`config.mk`:
```
export PLATFORM = sky130hd
export DESIGN_NAME = tree_loader_ctrl
export DESIGN_NICKNAME = d
export VERILOG_FILES = /design/src/rtl/tree_loader_ctrl.sv
export SDC_FILE = /design/constraint.sdc
export NUM_CORES = 1
export LEC_CHECK = 0
export ABC_AREA = 1
export CORE_MARGIN = 2
export CORE_UTILIZATION = 39
export CTS_CLUSTER_DIAMETER = 150
export DETAILED_ROUTE_END_ITERATION = 8
export GPL_TIMING_DRIVEN = 0
export PLACE_DENSITY = 0.66
export SLEW_MARGIN = 20
export SYNTH_ARGS = -nofsm -noshare
export SYNTH_HDL_FRONTEND = slang
export SYNTH_SLANG_ARGS = --single-unit
export TNS_END_PERCENT = 20
```
`constraint.sdc`:
```
create_clock -name clk -period 2.4 [get_ports clk]
set_input_delay 0.72 -clock clk [delete_from_list [all_inputs] [get_ports clk]]
set_output_delay 0.72 -clock clk [all_outputs]
set_load 0.03 [all_outputs]
```
`src/rtl/tree_loader_ctrl.sv`:
```
// tree_loader_ctrl: feeds a 5x5 image row by row into a tree classifier.
// Each row is held on ui_out for HOLD_CYCLES clocks. After the last row,
// the controller waits SETTLE_CYCLES clocks for the classifier to settle.
// It then captures result_in and pulses done for one cycle.
module tree_loader_ctrl #(
  parameter int HOLD_CYCLES   = 2,
  parameter int SETTLE_CYCLES = 3
) (
  input  logic        clk,
  input  logic        rst,
  input  logic        start,
  input  logic        abort,
  input  logic [24:0] img_in,
  input  logic [7:0]  result_in,
  output logic [7:0]  ui_out,
  output logic        busy,
  output logic        done,
  output logic [7:0]  result,
  output logic        result_valid
);

  typedef enum logic [1:0] {IDLE, LOAD, SETTLE, DONE} state_t;

  // Terminal counts are compared against 8-bit counters, so a legal
  // parameter (1..255) can never make a counter wrap.
  localparam logic [7:0] HOLD_LAST   = 8'(HOLD_CYCLES - 1);
  localparam logic [7:0] SETTLE_LAST = 8'(SETTLE_CYCLES - 1);
  localparam logic [7:0] LAST_ROW    = 8'd5;

  state_t      state, next_state;
  logic [24:0] img_reg, next_img;
  logic [7:0]  row, next_row;
  logic [7:0]  cnt, next_cnt;
  logic [7:0]  next_result;
  logic        next_valid;
  logic [4:0]  row_bits;

  // State and datapath registers; a synchronous reset clears everything.
  always_ff @(posedge clk) begin
    if (rst) begin
      state        <= IDLE;
      img_reg      <= '0;
      row          <= '0;
      cnt          <= '0;
      result       <= '0;
      result_valid <= 1'b0;
    end else begin
      state        <= next_state;
      img_reg      <= next_img;
      row          <= next_row;
      cnt          <= next_cnt;
      result       <= next_result;
      result_valid <= next_valid;
    end
  end

  // Next-state logic. In every state, abort takes priority over start.
  always_comb begin
    next_state  = state;
    next_img    = img_reg;
    next_row    = row;
    next_cnt    = cnt;
    next_result = result;
    next_valid  = result_valid;
    case (state)
      IDLE: begin
        if (start && !abort) begin
          next_state = LOAD;
          next_img   = img_in;
          next_row   = 8'd1;
          next_cnt   = '0;
        end
      end
      LOAD: begin
        if (abort) begin
          next_state = IDLE;
          next_row   = '0;
          next_cnt   = '0;
        end else if (cnt == HOLD_LAST) begin
          next_cnt = '0;
          if (row == LAST_ROW) begin
            next_state = SETTLE;
            next_row   = '0;
          end else begin
            next_row = row + 8'd1;
          end
        end else begin
          next_cnt = cnt + 8'd1;
        end
      end
      SETTLE: begin
        if (abort) begin
          next_state = IDLE;
          next_cnt   = '0;
        end else if (cnt == SETTLE_LAST) begin
          next_state  = DONE;
          next_cnt    = '0;
          next_result = result_in;
          next_valid  = 1'b1;
        end else begin
          next_cnt = cnt + 8'd1;
        end
      end
      DONE: begin
        next_state = IDLE;
      end
      default: begin
        next_state = IDLE;
      end
    endcase
  end

  // Outputs depend only on registered state. Row r maps to img_reg[5r-1:5r-5].
  always_comb begin
    row_bits = 5'd0;
    case (row)
      8'd1:    row_bits = img_reg[4:0];
      8'd2:    row_bits = img_reg[9:5];
      8'd3:    row_bits = img_reg[14:10];
      8'd4:    row_bits = img_reg[19:15];
      8'd5:    row_bits = img_reg[24:20];
      default: row_bits = 5'd0;
    endcase
    ui_out = (state == LOAD) ? {row_bits, row[2:0]} : 8'h00;
    busy   = (state == LOAD) || (state == SETTLE);
    done   = (state == DONE);
  end

endmodule

```
* Word level (Yosys, flattened, before mapping)
Index checks and enable logic that the tools add are counted.
** Storage, ports and cells
- Register bits after elaboration :: 52
- Bits in latches :: 0
- Bits in writable memories :: 0
- ROM bits :: 0
- Bits of input ports :: 37
- Output and inout port bits :: 19
- Logic and storage cells :: 54
- Memories :: 0
** Cells by class
- Add/sub/neg operators :: 2
- Multipliers :: 0
- Divide/modulo/power cells :: 0
- $lt $le $gt $ge :: 0
- Equal/unequal tests :: 14
- Shift-type cells :: 0
- Muxes and demuxes :: 20
- Bitwise operators :: 1
- Reductions and logical operators :: 11
** Operator list (number)
- 2-to-1 mux 8 bit :: 10
- case mux 5 bit (5 select lines) :: 1
- == test 8 x 2 -> 1 bit (second input constant) :: 3
- case mux 8 bit (3 select lines) :: 1
- adder 8 x 1 -> 8 bit (second input constant) :: 2
- == test 8 x 1 -> 1 bit (second input constant) :: 2
- == test 8 x 3 -> 1 bit (second input constant) :: 2
- case mux 8 bit (2 select lines) :: 1
- 2-to-1 mux 2 bit :: 6
- inequality test 3 bit (second input constant) :: 3
- case mux 2 bit (4 select lines) :: 1
- AND reduction 3 bit :: 2
- == test 2 bit (second input constant) :: 2
- AND reduction 2 bit :: 2
- AND reduction 4 bit :: 1
- nonzero test 3 bit :: 1
- == test 2 x 1 -> 1 bit (second input constant) :: 1
- logical NOT 2 bit :: 1
- inequality test 2 bit (second input constant) :: 1
- nonzero test 2 bit :: 1
- logical AND 1 bit :: 1
- logical NOT 1 bit :: 1
- logical OR 1 bit :: 1
- inverter 1 bit :: 1

* Logic depth before layout (Yosys ltp)
- Depth after elaboration :: 5
- Gate-level depth with buffers :: 11
- Gate-level depth less buffers :: 11

* Worst setup path after synthesis
OpenSTA, ideal clock, no wires.
- Kind :: register -> output
- Start :: register row[0]
- End :: output ui_out[3]
- Data arrival time :: 1562 ps
- Required time :: 1680 ps
- Slack :: 118 ps
- Cell stages (with the launch flop) :: 8
- Path buffers :: 0
- Cell sequence :: dfxtp_1 -> inv_1 -> ha_1 -> nor3b_1 -> nand3_1 -> nand2_1 -> nor3_1 -> nor2_1
** Between the ends
- Word-level cells in the longest chain between the ends :: 3
- Elaborated cells between the ends (all ways) :: 7
- Classes of those cells :: 5 x eq/ne; 2 x mux
** RTL lines
- start, declared :: line 32 : logic [7:0] row, next_row;
- start signal, assigned :: line 50 : row <= next_row;
- == test 8 x 3 -> 1 bit (tied with other cells) :: line 116 : case (row)
- case mux 5 bit (5 select lines) * :: line 116
- 2-to-1 mux 8 bit * :: line 124 : ui_out = (state == LOAD) ? {row_bits, row[2:0]} : 8'h00;
- end, declared :: line 15 : output logic [7:0] ui_out,
Every way passes the cells marked *; elsewhere a longest branch is shown, timed or not.

* Worst setup path in the final report
- Start :: register row[0]
- End :: output ui_out[7]
The elaborated chain is that of the path after synthesis.

==> reports/results.tsv <==
stage	metric	value	unit
sta	Slew @ Worst Pin	0.482	ns
sta	PnR worst setup slack	-0.0802	ns
placement	Placed Cells	534	
clocking	Worst-Skew Late Latency	0.32	ns
placement	routability cong.	0.893	
sta	post-layout min period	2.48	ns
critical_path	crit path kind	flop to primary output	
clocking	Root Buffer	clkbuf_8	
layout	Nets	511	
drt	WL/cell	12.1	um
run_status	failing checks	setup timing	
min_path	hold_sp	img_reg[15]	
sta	final worst-path cycle share	1.03	
clocking	Num CTS Buffers	5	
critical_path	Reg2Reg Depth	8	
layout	n_diodes	0	
pwr	Logic pwr share	0.376	
clocking	CTS tree	yes	
sta	fmax	403	MHz
floorplan	Starting Density	0.399	
placement	Port Buffers	55	
sta	Max-Slew Margin vs Limit	0.678	
min_path	worst hold endpoint	img_reg[15]	
yosys	instance count of the mapped netlist	399	
sta	Clock Skews	0.0113	ns
critical_path	Worst Path Required	1.68	ns
pwr	Leak	1.40	nW
layout	final cell count without fillers	544	
sta	RSZ-0062 raised after global routing	yes	
clocking	CTS sink count	52	
drt	DR iter-0 viols	125	
yosys	adder-cell area share of the yosys netlist	0.0517	
yosys	Synth area leader	dfxtp_1	
yosys	#FFs+latches synth	52	
yosys	warnings from Yosys	0	
drt	vias	2640	
pwr	Clock Power Share	0.229	
placement	hpwl dp	5.01	mm
global_route	grt ovf	0	
pwr	power share of the sequential group	0.394	
drt	# DRC	0	
yosys	post-synth cell types	22	
sta	Final Hold Viols	0	
pwr	Pwr Density	765	nW/um^2
yosys	Synth Area in Compound Gates	0.157	
run_status	status	finished with violations	
layout	layout cells sized above 1	0.112	
yosys	Synth Area in Simple Gates	0.287	
min_path	hold path cells	2	
yosys	main combinational cell family by area after synthesis	simple AND/OR/NAND/NOR gates	
yosys	Area contributors post-synth	dfxtp_1, nand2_1, nor2_1, o21ai_0, inv_1	
layout	max FFs per register	25	
yosys	Synth top area share	0.391	
clocking	H-tree levels	2	
pwr	worst vdd ir	440	uV
global_route	number of global-route vias before repair	2417	
floorplan	I/O pins	56	
sta	Slew Viols, Final	0	
critical_path	worst r2r src	state[0]	
critical_path	Max Fanout on Critical Path	6	
drt	Pre-antenna DRT Iters	4	
drt	post-detailed-route count of antenna-violating nets	0	
floorplan	Core Footprint	6680	um^2
pwr	P_sw	1.06	mW
layout	Layout area overhead	34.0	%
yosys	xor/xnor share of the synthesized area	0.00987	
critical_path	WP data arrival	1.76	ns
pwr	Sw Ratio	0.387	
global_route	largest net degree at the start of global routing	18	
layout	Fillers	643	
min_path	Worst Hold Class	flop to flop	
layout	commonest non-fill, non-tap cell in the layout	nand2_1	
floorplan	row count	30	
clocking	CTS clk-pin slew, worst paths	0.09	ns
global_route	initial antenna violation count	0	
sta	endpoints failing setup	5	
flow_run	max cap viols	0	
drt	DR vias/cell	4.85	
layout	most frequent cells in the layout	nand2_1, nor2_1, inv_1	
yosys	Syn Std Cell Area	2660	um^2
critical_path	worst reg-to-reg setup slack	0.74	ns
critical_path	Worst setup SP type	flop	
global_route	first-pass GRT wire length	10.9	mm
yosys	syn_area_per_cell	6.67	um^2
floorplan	Die H	86.6	um
sta	Fin Setup TNS	-0.184	ns
global_route	GR Util All Layers	0.182	
pwr	internal power	1.67	mW
critical_path	RR Endpoint	result[2]	
yosys	synthesized net count	447	
floorplan	DIE WIDTH	86.6	um
clocking	Clock Path Buffers	2	
yosys	sequential area share after synthesis	0.391	
floorplan	die area	7500	um^2
critical_path	CP Capture Type	primary output	
yosys	multiplexer share of the synthesized area	0	
drt	aggregate routed wire length	6.60	mm
-- power by group through the flow --
stage / clock, mW / sequential [mW] / combinational, mW
after global placement: 0 / 1.07 / 0.970
after floorplan: 0 / 1.05 / 0.702
after detailed placement: 0 / 1.07 / 0.983
after global routing: 0.683 / 1.09 / 1.16
after CTS: 0.648 / 1.05 / 0.990
final: 0.626 / 1.08 / 1.03
-- layer usage --
layer	wire, um	GRT usage
met4	116	0.0653
met5	0	0
met1	3100	0.241
met2	3050	0.290
met3	329	0.0419
-- critical path, cell delays in order (launching register included) --
cell     delay [ns]
dfxtp_4        0.39
inv_4          0.09
ha_4           0.12
nor3b_4        0.25
nand3_1        0.12
nand2_1        0.08
nor3_1         0.05
nor2_1         0.16
buf_4          0.19
-- logic make-up after synthesis --
| group | Yosys count |
|---|---|
| simple gates | 181 |
| compound gates | 81 |
| buf+inv | 71 |
| flops | 52 |
| fa+ha+maj | 11 |
| xor+xnor | 3 |
-- synthesized netlist by cell type --
cell,count
a21oi_1,31
buf_6,1
clkbuf_1,9
clkinv_1,1
dfxtp_1,52
ha_1,11
inv_1,57
inv_2,3
nand2_1,70
nand2_2,2
nand3_1,28
nand3_2,1
nand4_2,1
nor2_1,62
nor2_2,5
nor3_1,11
nor3b_1,1
o21ai_0,45
o21ai_2,1
o21bai_1,3
o31ai_1,1
xor2_1,3
-- layout make-up --
class / instances / area, um^2 / share of cell area
multi-input cells: 276 / 1470 / 0.413
flip-flops and latches: 52 / 1050 / 0.296
repair buffers: 57 / 546 / 0.153
inverters: 61 / 234 / 0.0656
well taps: 80 / 100 / 0.0281
clock buffers: 5 / 68.8 / 0.0193
clock inverters: 3 / 46.3 / 0.0130
plain buffers: 10 / 45.0 / 0.0126
-- worst max path at each step --
stage,end,from
after floorplan,ui_out[3],row[0]
after global placement,ui_out[7],row[0]
after detailed placement,ui_out[7],row[0]
after CTS,ui_out[3],row[1]
after global routing,ui_out[3],row[0]
final,ui_out[7],row[0]
-- repair_timing --
item                       4_1_cts  5_1_grt
resized for setup               52       25
setup endpoints to repair        9        8
setup buffers                    0        2
pin swaps                        0       12
hold buffers                     0        0
-- stage by stage --
stage	util	hold slack, ns	power (mW)	instance area [um^2]	worst slack [ns]
after floorplan	-	0.423	1.75	2660	0.118
after global placement	0.496	0.434	2.04	3310	-0.527
after detailed placement	0.496	0.437	2.06	3310	-0.531
after CTS	0.519	0.451	2.69	3470	-0.111
after global routing	0.534	0.475	2.93	3570	-0.134
final	0.534	0.449	2.73	3570	-0.0802
No activity file was read; power rests on OpenSTA's default activity.
==> edit, RTL diff (same settings) <==
Add an input register stage for `start`, `abort`, `img_in` and `result_in`; this delays them by one clock. Comments in the files are not updated.
--- a/src/rtl/tree_loader_ctrl.sv
+++ b/src/rtl/tree_loader_ctrl.sv
@@ -26,6 +26,18 @@
   localparam logic [7:0] HOLD_LAST   = 8'(HOLD_CYCLES - 1);
   localparam logic [7:0] SETTLE_LAST = 8'(SETTLE_CYCLES - 1);
   localparam logic [7:0] LAST_ROW    = 8'd5;
+
+  logic start_q;
+  logic abort_q;
+  logic [24:0] img_q;
+  logic [7:0] result_q;
+
+  always_ff @(posedge clk) begin
+    start_q  <= start;
+    abort_q  <= abort;
+    img_q    <= img_in;
+    result_q <= result_in;
+  end
 
   state_t      state, next_state;
   logic [24:0] img_reg, next_img;
@@ -64,15 +76,15 @@
     next_valid  = result_valid;
     case (state)
       IDLE: begin
-        if (start && !abort) begin
+        if (start_q && !abort_q) begin
           next_state = LOAD;
-          next_img   = img_in;
+          next_img   = img_q;
           next_row   = 8'd1;
           next_cnt   = '0;
         end
       end
       LOAD: begin
-        if (abort) begin
+        if (abort_q) begin
           next_state = IDLE;
           next_row   = '0;
           next_cnt   = '0;
@@ -89,13 +101,13 @@
         end
       end
       SETTLE: begin
-        if (abort) begin
+        if (abort_q) begin
           next_state = IDLE;
           next_cnt   = '0;
         end else if (cnt == SETTLE_LAST) begin
           next_state  = DONE;
           next_cnt    = '0;
-          next_result = result_in;
+          next_result = result_q;
           next_valid  = 1'b1;
         end else begin
           next_cnt = cnt + 8'd1;
Formal check against the unedited RTL: not equivalent (a bounded check fails within 4 cycles, from zero or initial values and one cycle with rst high).
==> edit against the unedited design <==
  * The flow still finishes with violations (setup timing)
  * Sequential power rose by 54%
  * Wire length rose by 8.6%
  * Cell area increased by 24%
  * Sequential cell count increased by 35
  * Area after synthesis increased by 27%
  * Via count grew 9.9%
  * Power grew 39%
  * Setup slack got worse by 11 ps
  * Fmax is 0.45% lower
  * Clock power increased by 66%
==> edit: results (changes against the unedited design) <==
[synth]
synth-compound-area-share=0.106  ; -0.0514
synth.cells.most_frequent=129 x nand2_1, 87 x dfxtp_1, 52 x a21oi_1
synth-xor-area-share=0.00259  ; -0.00728
synthTopCellsByArea=dfxtp_1 51%, nand2_1 14%, a21oi_1 7.7%
syn_nets=486  ; +8.7%
seq_area_frac_synth=0.514  ; +0.123
synth.distinct_cells=25  ; +14%
postSynthAreaPerCell_um2=7.75  ; +16%
synthAdderAreaFrac=0.0443  ; -0.00736

[placed_design]
port_buffers=54  ; -1.8%
dp_hpwl_um=5140  ; +2.5%
dp_slack_ps=-461  ; +70.2 ps
place_area_mm2=0.00406  ; +23%
post-place-cells=596  ; +12%
place_congestion=0.860  ; -3.7%

[power]
internal_power_w=0.00248  ; +48%
p_leak_nw=1.74  ; +24%
power.share.sequential=0.436  ; +0.042
irDropWorstVdd_uv=508  ; +15%

[critical_path]
crit_path_start=row[1]
r2r_start=state[1]
reg2reg_to=cnt[3]
rrSetupSlack_ps=570  ; -170 ps
crit_end=ui_out[5]

[routing]
wl_per_cell_um=11.6  ; -4.0%
vias_per_cell=4.72  ; -2.8%
dr.pass1.iters=4  ; unchanged
initialDrtViolationCount=185  ; +48%

[layout]
fin_nets=554  ; +8.4%
fin_cells=615  ; +13%

[clocking]
numCtsBuffers=9  ; +4
insertion_delay_ps=340  ; +20 ps
htree_levels=3  ; +1

[worst_hold_path]
min_from=img_q[12]
min_to=img_reg[12]

[outcome]
violations=setup timing
status=finished, violations left

[sta]
setup_viol=5  ; unchanged
setup_ws_ps=-91.4  ; -11.3 ps
fin_skew_ps=7.19  ; -4.08 ps
max_slew_margin=0.689  ; +0.0110
hold_slack_ps=447  ; -2.22 ps
fin_setup_tns_ps=-336  ; -152 ps

[global_route]
track_usage=0.150  ; -0.0319
grt_max_degree=16  ; -2
grt_pass1_vias=2611  ; +8.0%
grt_pass1_wl_um=11700  ; +8.0%

-- edit: worst max-delay path: cells and delay by family, from the launching register on --
family / cells / cell delay [ps]
fa+ha+maj: 1 / 170
simple gates: 5 / 450
flops: 1 / 380
compound gates: 1 / 160
buf+inv: 2 / 270
-- edit: layout make-up --
cell class                 instances  area (µm²)  share of cell area
sequential                        87        1750               0.395
multi-input combinational        306        1610               0.363
tap                              105         131              0.0297
inverter                          33         129              0.0291
timing repair buffer              57         552               0.125
clock buffer                      11         141              0.0319
buffer                            11        53.8              0.0121
clock inverter                     5        63.8              0.0144
-- edit: power groups by stage --
stage / Sequential, W / Clock, W / Combinational [W]
2_1_floorplan: 0.00165 / 0 / 0.000719
3_3_place_gp: 0.00167 / 0 / 0.000995
3_5_place_dp: 0.00167 / 0 / 0.00101
4_1_cts: 0.00164 / 0.00107 / 0.00103
5_1_grt: 0.00167 / 0.00112 / 0.00124
6_report: 0.00166 / 0.00104 / 0.00110
-- edit: routing by layer --
metal | part of all wire | wire length [µm] | vias to the layer above | track usage
li1 | - | - | 1527 | -
met1 | 0.49 | 3490 | 1301 | 0.198
met2 | 0.46 | 3280 | 70 | 0.243
met3 | 0.047 | 335 | 4 | 0.0331
met4 | 0.0081 | 58 | 0 | 0.0509
met5 | 0 | 0 | - | 0
-- edit: kinds of logic (layout without fill, tap and decap cells) --
family                   Yosys count  count (layout)
AO/OA/AOI/OAI                     67              67
flip-flops                        87              87
buffers and inverters             44             117
adder cells (fa/ha/maj)           12              12
XOR/XNOR                           1               1
AND/OR/NAND/NOR                  226             226
-- edit: repair_timing --
item,CTS,global route
pin swaps,4,12
endpoints found under the setup margin,9,5
cloned,0,0
resized for setup,50,27
setup buffers,1,2
